==> config.mk <==
export PLATFORM = sky130hd
export DESIGN_NAME = keccak_round_sequencer_flat
export DESIGN_NICKNAME = d
export VERILOG_FILES = /design/src/rtl/keccak_pkg.sv /design/src/rtl/keccak_round_sequencer_if.sv /design/src/rtl/keccak_rc_lfsr.sv /design/src/rtl/keccak_round_sequencer.sv /design/src/flat_wrapper.sv
export SDC_FILE = /design/constraint.sdc
export NUM_CORES = 1
export LEC_CHECK = 0
export CAP_MARGIN = 0
export CORE_MARGIN = 2
export CORE_UTILIZATION = 51
export CTS_BUF_LIST = sky130_fd_sc_hd__clkbuf_16
export DETAILED_ROUTE_END_ITERATION = 6
export GPL_TIMING_DRIVEN = 0
export PLACE_DENSITY = 0.78
export SLEW_MARGIN = 40
export SYNTH_ARGS = -nofsm -noshare
export SYNTH_HDL_FRONTEND = slang
export SYNTH_SLANG_ARGS = --single-unit
==> constraint.sdc <==
create_clock -name ClkxCI -period 1.9 [get_ports ClkxCI]
set_clock_uncertainty 0.05 [all_clocks]
set_input_delay 0.38 -clock ClkxCI [delete_from_list [all_inputs] [get_ports ClkxCI]]
set_output_delay 0.38 -clock ClkxCI [all_outputs]
set_load 0.005 [all_outputs]
==> src/rtl/keccak_pkg.sv <==
// Shared definitions for the Keccak round sequencer: lane-width helpers,
// the rc LFSR step functions and the sequencer state encoding.
package keccak_pkg;

  typedef enum logic [1:0] {
    ST_IDLE = 2'd0,
    ST_RUN  = 2'd1,
    ST_DONE = 2'd2
  } seq_state_e;

  localparam logic [7:0] RC_FEEDBACK = 8'h71;
  localparam logic [7:0] RC_INIT     = 8'h01;

  function automatic int unsigned lane_log2(input int unsigned w);
    case (w)
      32'd8:   return 32'd3;
      32'd16:  return 32'd4;
      32'd32:  return 32'd5;
      32'd64:  return 32'd6;
      default: return 32'd3;
    endcase
  endfunction

  function automatic int unsigned num_rounds(input int unsigned w);
    return 32'd12 + 32'd2 * lane_log2(w);
  endfunction

  // One step of x^8+x^6+x^5+x^4+1: shift left, fold the dropped MSB back in.
  function automatic logic [7:0] rc_step(input logic [7:0] s);
    logic [7:0] sh;
    sh = {s[6:0], 1'b0};
    if (s[7]) begin
      return sh ^ RC_FEEDBACK;
    end else begin
      return sh;
    end
  endfunction

  function automatic logic [7:0] rc_step7(input logic [7:0] s);
    logic [7:0] t;
    t = s;
    for (int i = 32'sd0; i < 32'sd7; i++) begin
      t = rc_step(t);
    end
    return t;
  endfunction

  function automatic bit is_pow2(input int unsigned v);
    return (v != 32'd0) && ((v & (v - 32'd1)) == 32'd0);
  endfunction

endpackage

==> src/rtl/keccak_round_sequencer_if.sv <==
// Control/status bundle between the top-level FSM (master) and the
// round sequencer (slave).
interface keccak_round_sequencer_if #(
  parameter int unsigned W = 32'd8
);
  logic         StartxSI;
  logic         BusyxSO;
  logic [4:0]   RoundNrxDO;
  logic [1:0]   PhasexDO;
  logic [W-1:0] RCxDO;
  logic         StateWExSO;
  logic         LastRoundxSO;
  logic         DonexSO;

  modport master (
    output StartxSI,
    input  BusyxSO, RoundNrxDO, PhasexDO, RCxDO, StateWExSO, LastRoundxSO, DonexSO
  );

  modport slave (
    input  StartxSI,
    output BusyxSO, RoundNrxDO, PhasexDO, RCxDO, StateWExSO, LastRoundxSO, DonexSO
  );
endinterface

==> src/rtl/keccak_rc_lfsr.sv <==
// Keccak rc LFSR: 8-bit state with init/advance-by-7 controls and the
// L+1 rc bits of the current round derived combinationally.
module keccak_rc_lfsr
  import keccak_pkg::*;
#(
  parameter int unsigned LB = 32'd3
) (
  input  logic        ClkxCI,
  input  logic        RstxRI,
  input  logic        init_s,
  input  logic        adv_s,
  output logic [LB:0] rc_bits_s
);

  logic [7:0]  lfsr_r;
  logic [7:0]  walk_s;
  logic [LB:0] bits_s;

  // LFSR state register: one round's worth of steps per advance
  always_ff @(posedge ClkxCI) begin
    if (RstxRI) begin
      lfsr_r <= RC_INIT;
    end else if (init_s) begin
      lfsr_r <= RC_INIT;
    end else if (adv_s) begin
      lfsr_r <= rc_step7(lfsr_r);
    end else begin
      lfsr_r <= lfsr_r;
    end
  end

  // Bit j is taken after j steps; shifting in at the MSB leaves j=0 at bit 0.
  always_comb begin
    walk_s = lfsr_r;
    bits_s = '0;
    for (int j = 32'sd0; j <= $signed(LB); j++) begin
      bits_s = {walk_s[0], bits_s[LB:1]};
      walk_s = rc_step(walk_s);
    end
  end

  assign rc_bits_s = bits_s;

endmodule

==> src/rtl/keccak_round_sequencer.sv <==
// Round sequencer for a masked Keccak-f[25W] core: round/phase counters,
// state-write strobe and the on-the-fly iota round constant.
module keccak_round_sequencer
  import keccak_pkg::*;
#(
  parameter int unsigned W   = 32'd8,
  parameter int unsigned CPR = 32'd2
) (
  input  logic                     ClkxCI,
  input  logic                     RstxRI,
  keccak_round_sequencer_if.slave  bus
);

  localparam int unsigned L       = lane_log2(W);
  localparam int unsigned ROUNDS  = num_rounds(W);
  localparam logic [1:0]  PH_LAST = 2'(CPR - 32'd1);
  localparam logic [4:0]  RN_LAST = 5'(ROUNDS - 32'd1);

  seq_state_e   state_r;
  logic [4:0]   round_r;
  logic [1:0]   phase_r;
  logic         busy_r;
  logic         we_r;
  logic         last_r;
  logic         done_r;
  logic         last_phase_s;
  logic         last_round_s;
  logic         lfsr_init_s;
  logic         lfsr_adv_s;
  logic [L:0]   rc_bits_s;
  logic [W-1:0] rc_s;

  assign last_phase_s = (phase_r == PH_LAST);
  assign last_round_s = (round_r == RN_LAST);
  assign lfsr_init_s  = (state_r == ST_IDLE) |
                        ((state_r == ST_RUN) & last_phase_s & last_round_s);
  assign lfsr_adv_s   = (state_r == ST_RUN) & last_phase_s & ~last_round_s;

  keccak_rc_lfsr #(.LB(L)) u_rc_lfsr (
    .ClkxCI    (ClkxCI),
    .RstxRI    (RstxRI),
    .init_s    (lfsr_init_s),
    .adv_s     (lfsr_adv_s),
    .rc_bits_s (rc_bits_s)
  );

  // Sequencer FSM with counters and registered status outputs
  always_ff @(posedge ClkxCI) begin
    if (RstxRI) begin
      state_r <= ST_IDLE;
      round_r <= 5'd0;
      phase_r <= 2'd0;
      busy_r  <= 1'b0;
      we_r    <= 1'b0;
      last_r  <= 1'b0;
      done_r  <= 1'b0;
    end else begin
      case (state_r)
        ST_IDLE: begin
          round_r <= 5'd0;
          phase_r <= 2'd0;
          done_r  <= 1'b0;
          last_r  <= 1'b0;
          if (bus.StartxSI) begin
            state_r <= ST_RUN;
            busy_r  <= 1'b1;
            we_r    <= (CPR == 32'd1);
          end else begin
            state_r <= ST_IDLE;
            busy_r  <= 1'b0;
            we_r    <= 1'b0;
          end
        end
        ST_RUN: begin
          if (last_phase_s && last_round_s) begin
            state_r <= ST_DONE;
            round_r <= 5'd0;
            phase_r <= 2'd0;
            busy_r  <= 1'b0;
            we_r    <= 1'b0;
            last_r  <= 1'b0;
            done_r  <= 1'b1;
          end else if (last_phase_s) begin
            round_r <= round_r + 5'd1;
            phase_r <= 2'd0;
            we_r    <= (CPR == 32'd1);
            last_r  <= (round_r + 5'd1 == RN_LAST);
          end else begin
            phase_r <= phase_r + 2'd1;
            we_r    <= (phase_r + 2'd1 == PH_LAST);
          end
        end
        ST_DONE: begin
          state_r <= ST_IDLE;
          done_r  <= 1'b0;
        end
        default: begin
          state_r <= ST_IDLE;
          round_r <= 5'd0;
          phase_r <= 2'd0;
          busy_r  <= 1'b0;
          we_r    <= 1'b0;
          last_r  <= 1'b0;
          done_r  <= 1'b0;
        end
      endcase
    end
  end

  // rc bit j lands on lane bit 2^j-1; every other lane bit is constant zero.
  for (genvar b = 0; b < W; b++) begin : g_rc
    if (is_pow2(b + 1)) begin : g_on
      assign rc_s[b] = busy_r & rc_bits_s[$clog2(b + 1)];
    end else begin : g_off
      assign rc_s[b] = 1'b0;
    end
  end

  assign bus.BusyxSO      = busy_r;
  assign bus.RoundNrxDO   = round_r;
  assign bus.PhasexDO     = phase_r;
  assign bus.RCxDO        = rc_s;
  assign bus.StateWExSO   = we_r;
  assign bus.LastRoundxSO = last_r;
  assign bus.DonexSO      = done_r;

endmodule

==> src/flat_wrapper.sv <==
// flat-port wrapper written by rule: the top's interface ports become plain ports
module keccak_round_sequencer_flat import keccak_pkg::*;
#(
  parameter int unsigned W   = 32'd8,
  parameter int unsigned CPR = 32'd2
)
  (ClkxCI, RstxRI, bus_StartxSI, bus_BusyxSO, bus_RoundNrxDO, bus_PhasexDO, bus_RCxDO, bus_StateWExSO, bus_LastRoundxSO, bus_DonexSO);
  keccak_round_sequencer_if #(.W(W)) bus_i ();
  input  logic ClkxCI;
  input  logic RstxRI;
  input wire logic [$bits(bus_i.StartxSI)-1:0] bus_StartxSI;
  output wire logic [$bits(bus_i.BusyxSO)-1:0] bus_BusyxSO;
  output wire logic [$bits(bus_i.RoundNrxDO)-1:0] bus_RoundNrxDO;
  output wire logic [$bits(bus_i.PhasexDO)-1:0] bus_PhasexDO;
  output wire logic [$bits(bus_i.RCxDO)-1:0] bus_RCxDO;
  output wire logic [$bits(bus_i.StateWExSO)-1:0] bus_StateWExSO;
  output wire logic [$bits(bus_i.LastRoundxSO)-1:0] bus_LastRoundxSO;
  output wire logic [$bits(bus_i.DonexSO)-1:0] bus_DonexSO;
  assign bus_i.StartxSI = bus_StartxSI;
  assign bus_BusyxSO = bus_i.BusyxSO;
  assign bus_RoundNrxDO = bus_i.RoundNrxDO;
  assign bus_PhasexDO = bus_i.PhasexDO;
  assign bus_RCxDO = bus_i.RCxDO;
  assign bus_StateWExSO = bus_i.StateWExSO;
  assign bus_LastRoundxSO = bus_i.LastRoundxSO;
  assign bus_DonexSO = bus_i.DonexSO;
  keccak_round_sequencer #(.W(W), .CPR(CPR)) u_core (.ClkxCI(ClkxCI), .RstxRI(RstxRI), .bus(bus_i));
endmodule
* After elaboration in Yosys (flattened, before gate mapping)
Cells that the tools add are included.
** Word-level totals
- Register bits after elaboration :: 21
- Output and inout bits :: 19
- Word-level logic and storage cells :: 89
** Cells by class
- $add $sub $neg :: 2
- Eq/ne operators :: 8
- Muxes and demuxes :: 45
- Bitwise operators :: 20
- Reduce and logical (&&, ||, !) cells :: 6
** Operators by type and width (count)
- 8-bit two-way mux :: 18
- 7-bit two-way mux :: 7
- 4-bit inverter :: 7
- 5-bit == test (second input constant) :: 2
- 5-bit two-way mux :: 2
- 5-bit case mux with 2 select lines :: 1
- 1-bit two-way mux :: 9
- 2-bit case mux with 2 select lines :: 2
- 1-bit AND :: 7
- 2-bit by 1-bit == test with 1-bit output (second input constant) :: 3
- 2-bit two-way mux :: 3
- 5-bit by 1-bit adder with 5-bit output (second input constant) :: 1
- 1-bit case mux with 2 select lines :: 2
- 2-bit AND reduction :: 2
- 2-bit OR reduction :: 2
- 3-bit by 2-bit != test with 1-bit output (second input constant) :: 1
- 1-bit inverter :: 3
- 1-bit case mux with 3 select lines :: 1
- 2-bit by 1-bit adder with 2-bit output (second input constant) :: 1
- 2-bit == test (second input constant) :: 1
- 2-bit logical NOT :: 1
- 2-bit != test (second input constant) :: 1
- 1-bit inverter (first input constant) :: 2
- 1-bit logical AND :: 1
- 1-bit bitwise OR :: 1

* Longest topological paths before layout
- Word-level depth :: 33
- Mapped depth :: 6
- Depth with buffers taken out :: 6

* By module
A second synthesis with hierarchy kept.
** Second synthesis, totals
- Cell total of the unflattened synthesis :: 138
- Area total of the unflattened synthesis :: 1212.4 um^2
** Modules (own cells, without submodules)
- keccak_round_sequencer :: times used 1, cells each 84, area each 704.4 um^2, seq. area each 260.2 um^2
- keccak_rc_lfsr :: times used 1, cells each 54, area each 508.0 um^2, seq. area each 160.2 um^2

* Least setup slack after synthesis
Ideal clock, no wire load.
- Path kind :: reg2reg
- Start :: register u_core.round_r[1], in the netlist u_core.bus.RoundNrxDO[1]
- End :: register u_core.state_r[0]
- Arrival :: 1.346 ns
- Required time :: 1.747 ns
- Setup slack :: 0.401 ns
- Stages on the path, launching flop included :: 6
- Period minus slack after synthesis :: 1.499 ns
- Cell sequence :: dfxtp_1 inv_1 ha_1 and4bb_4 and2_4 a2111oi_2
** Between the ends
- Cells in the longest elaborated chain, start to end :: 3
** RTL lines
- start: declaration :: RTL line keccak_round_sequencer.sv:20 : logic [4:0] round_r;
- start signal: assignment :: RTL line keccak_round_sequencer.sv:84 : round_r <= round_r + 5'd1;
- 5-bit == test :: RTL line keccak_round_sequencer.sv:34 : assign last_round_s = (round_r == RN_LAST);
- 1-bit logical AND :: RTL line keccak_round_sequencer.sv:75 : if (last_phase_s && last_round_s) begin
- 2-bit != test (no line)
- end signal: assignment :: RTL line keccak_round_sequencer.sv:50 : state_r <= ST_IDLE;
- end signal: assignment :: RTL line keccak_round_sequencer.sv:69 : state_r <= ST_IDLE;
- end signal: assignment :: RTL line keccak_round_sequencer.sv:76 : state_r <= ST_DONE;
- end: declaration :: RTL line keccak_round_sequencer.sv:19 : seq_state_e state_r;
Every way passes these cells.
A chain may end at the register's enable or synchronous reset.

* Final worst setup path
- Start :: register u_core.u_rc_lfsr.lfsr_r[7]
- End :: output bus_RCxDO[7]
** Between the ends
- Cells in the longest elaborated chain, start to end :: 3
** RTL lines
- start: declaration :: RTL line keccak_rc_lfsr.sv:15 : logic [7:0] lfsr_r;
- start signal: assignment :: RTL line keccak_rc_lfsr.sv:26 : lfsr_r <= rc_step7(lfsr_r);
- start signal: assignment :: RTL line keccak_rc_lfsr.sv:28 : lfsr_r <= lfsr_r;
- 7-bit two-way mux :: RTL line keccak_pkg.sv:32 : if (s[7]) begin
- 1-bit two-way mux :: RTL line keccak_pkg.sv:32
- 1-bit AND :: RTL line keccak_round_sequencer.sv:113 : assign rc_s[b] = busy_r & rc_bits_s[$clog2(b + 1)];
- end: declaration :: RTL line flat_wrapper.sv:15 : output wire logic [$bits(bus_i.RCxDO)-1:0] bus_RCxDO;
Every way passes these cells.

==> results.md <==
- Most used DFF post-synth: dfxtp_1
- Via density per instance: 5.42
- Status: completed
- Synth-to-layout area growth: 25.8%
- Final RePlAce weighted congestion: 0.854
- Arr. time, crit path: 1.40 ns
- Footprint of the multi-input gates: 731 µm²
- Max VDD drop: 0.609 mV
- Crit Path Category: flip-flop to primary output
- Largest net degree at the start of global routing: 12
- Worst-path clk slew: 0.06 ns
- Register area share after synthesis: 0.346
- Met3 WL post-DR: 107 µm
- Die area: 2790 µm²
- Metal-1 WL: 1100 µm
- Routed WL per cell: 13.8 µm
- Synthesized area: 1220 µm²
- Worst R2R Setup Slack: 0.27 ns
- # fillers: 174
- Initial antenna violation count: 0
- Critical path endpoint category: primary output
- EDFF count, synth: 0
- Highest routing layer actually used: met4
- Top post-synthesis cells by area: dfxtp_1 35%, xnor2_1 5.0%, nor2_1 4.9%
- Wire length of the first global-routing pass: 3930 µm
- Final Util: 0.685
- Drt pass-1 iters: 4
- Critical Path Source Type: flip-flop
- Vias: 991
- Max cap viols: 0
- CTS root buffer: clkbuf_16
- DRC errors left: 0
- Final setup fails: 0
- Final worst setup slack: 0.0653 ns
- HPWL Detailed: 1890 µm
- Share of layout cells above drive strength 1: 0.148
- Crit Path Max Fanout: 6
- Share of the synthesized area in the top cell type: 0.346
- TritonCTS clock tree: done
- Post-route ant nets: 0
- Post-synthesis register bit count: 21
- Synth cell count leaders: 21 x dfxtp_1, 16 x nor2_1, 7 x a21oi_1, 7 x nand2_1, 7 x xnor2_1
- GR Overflow Total: 0
- Hold/Removal Path Class: flip-flop to flip-flop
- Yosys cell types: 41
- RSZ-0062 raised after global routing: no
- P_leak: 0.577 nW
- Synth async-reset ratio: 0
- Initial DRC count: 31
- Post-synth top area cell: dfxtp_1
- Clk sinks: 21
- Mapped Cells: 131
- Antenna diodes: 0
- Starting density of the core: 0.545
- Tcrit/Tclk final: 0.966
- GRT Resource Usage Total: 0.191
- Syn_area_per_cell: 9.28 µm²
- Worst slack at placement: -0.0164 ns
- Core area: 2230 µm²
- Reg area: 428 µm²
- Pwr/cell area: 630 nW/µm²
- Num ports: 22
- DIE WIDTH: 52.8 µm
- TritonCTS Buffers: 3
- Worst-skew pair later-pin latency: 0.25 ns
- H-tree levels: 1
- Hold-fix buffers, CTS: 0
- Clock buffer depth: 2
- Final Critical Period: 1.83 ns
- Net count, final: 162
- Vias in the first global route: 912
- Die Y: 52.8 µm
- Most common cell in the netlist: dfxtp_1
- Max-slew violation count: 0
- Total number of yosys warnings: 0
- Routed WL: 2520 µm
- Row cnt: 17
- Max frequency: 545 MHz
- I/O Buffers: 17
- Data required time of the critical path: 1.47 ns
- DR WL met2: 1310 µm
- Hold Fails Final Rpt: 0
## layout make-up
cell class | instances | area share
multi-input cells | 99 | 0.478
flip-flops and latches | 21 | 0.280
repair buffers | 18 | 0.116
clock buffers | 3 | 0.0491
plain buffers | 8 | 0.0401
well taps | 28 | 0.0229
inverters | 5 | 0.0123
clock inverters | 1 | 0.00245
## sequential cells by signal, indices dropped and copies added, names as in the netlist
register and count:
u_core.u_rc_lfsr.lfsr_r 8, u_core.bus.RoundNrxDO 5, u_core.bus.PhasexDO 2, u_core.state_r 2
u_core.bus.BusyxSO 1, u_core.bus.DonexSO 1, u_core.bus.LastRoundxSO 1, u_core.bus.StateWExSO 1
## through the flow
step | hold slack [ns] | TNS, ns | total power, mW | instance area (µm²) | instances
2_1_floorplan | 0.399 | 0 | 0.511 | 1230 | 134
3_3_place_gp | 0.427 | 0 | 0.537 | 1430 | 179
3_5_place_dp | 0.438 | -0.0164 | 0.540 | 1430 | 179
4_1_cts | 0.450 | 0 | 0.967 | 1520 | 182
5_1_grt | 0.465 | 0 | 0.995 | 1530 | 183
6_report | 0.455 | 0 | 0.963 | 1530 | 183
## placed cells by master, fill, tap and decap left out, drive strengths merged, types with 2 or more instances in the layout
master / n
a211oi: 2
nand4bb: 2
buf: 8
inv: 6
nand3b: 3
a31oi: 2
o21ai: 2
nand2: 8
xnor2: 7
and2: 5
nand3: 4
nand2b: 2
conb: 4
clkdlybuf4s50: 17
clkbuf: 4
o41ai: 2
ha: 3
xnor3: 2
a21oi: 7
o21bai: 2
nor2b: 2
a22oi: 4
nor2: 17
dfxtp: 21
xor2: 4
nor3: 6
and4bb: 2
## metal layers
metal | global-route usage | vias up
met5 | 0 | -
met4 | 0.0769 | 0
met3 | 0.0257 | 2
met2 | 0.331 | 26
met1 | 0.237 | 468
li1 | - | 495
## worst max-delay path, cell delays in order (launching register included)
cell and delay, ns:
dfxtp_4 0.39, xor2_2 0.15, and2_1 0.13, clkdlybuf4s50_1 0.49
## repair_timing
| action | CTS | global route |
|---|---|---|
| setup endpoints to repair | 2 | 1 |
| gates resized for setup | 5 | 0 |
| setup buffers | 0 | 1 |
| pin swaps | 0 | 1 |
## power by group
group	switching (mW)	internal [mW]
Clock	0.154	0.280
Combinational	0.0411	0.0373
Sequential	0.00645	0.444
## cell families after synthesis
logic type	share of synthesized area
xor+xnor	0.136
compound gates	0.158
mux	0.00823
flops	0.346
simple gates	0.249
other cells	0.00308
buf+inv	0.0689
fa+ha+maj	0.0309
## path summary, 6_finish.rpt
path,startpoint,to,cells past startpoint
max,u_core.u_rc_lfsr.lfsr_r[7]$_SDFFE_PP0P_,bus_RCxDO[7],3
min,u_core.bus.DonexSO$_SDFFE_PP0P_,u_core.bus.DonexSO$_SDFFE_PP0P_,2
max reg2reg,u_core.bus.RoundNrxDO[1]$_SDFFE_PP0P_,u_core.bus.LastRoundxSO$_SDFFE_PP0P_,6
min reg2reg,u_core.bus.DonexSO$_SDFFE_PP0P_,u_core.bus.DonexSO$_SDFFE_PP0P_,2
(Power assumes the default switching activity.)
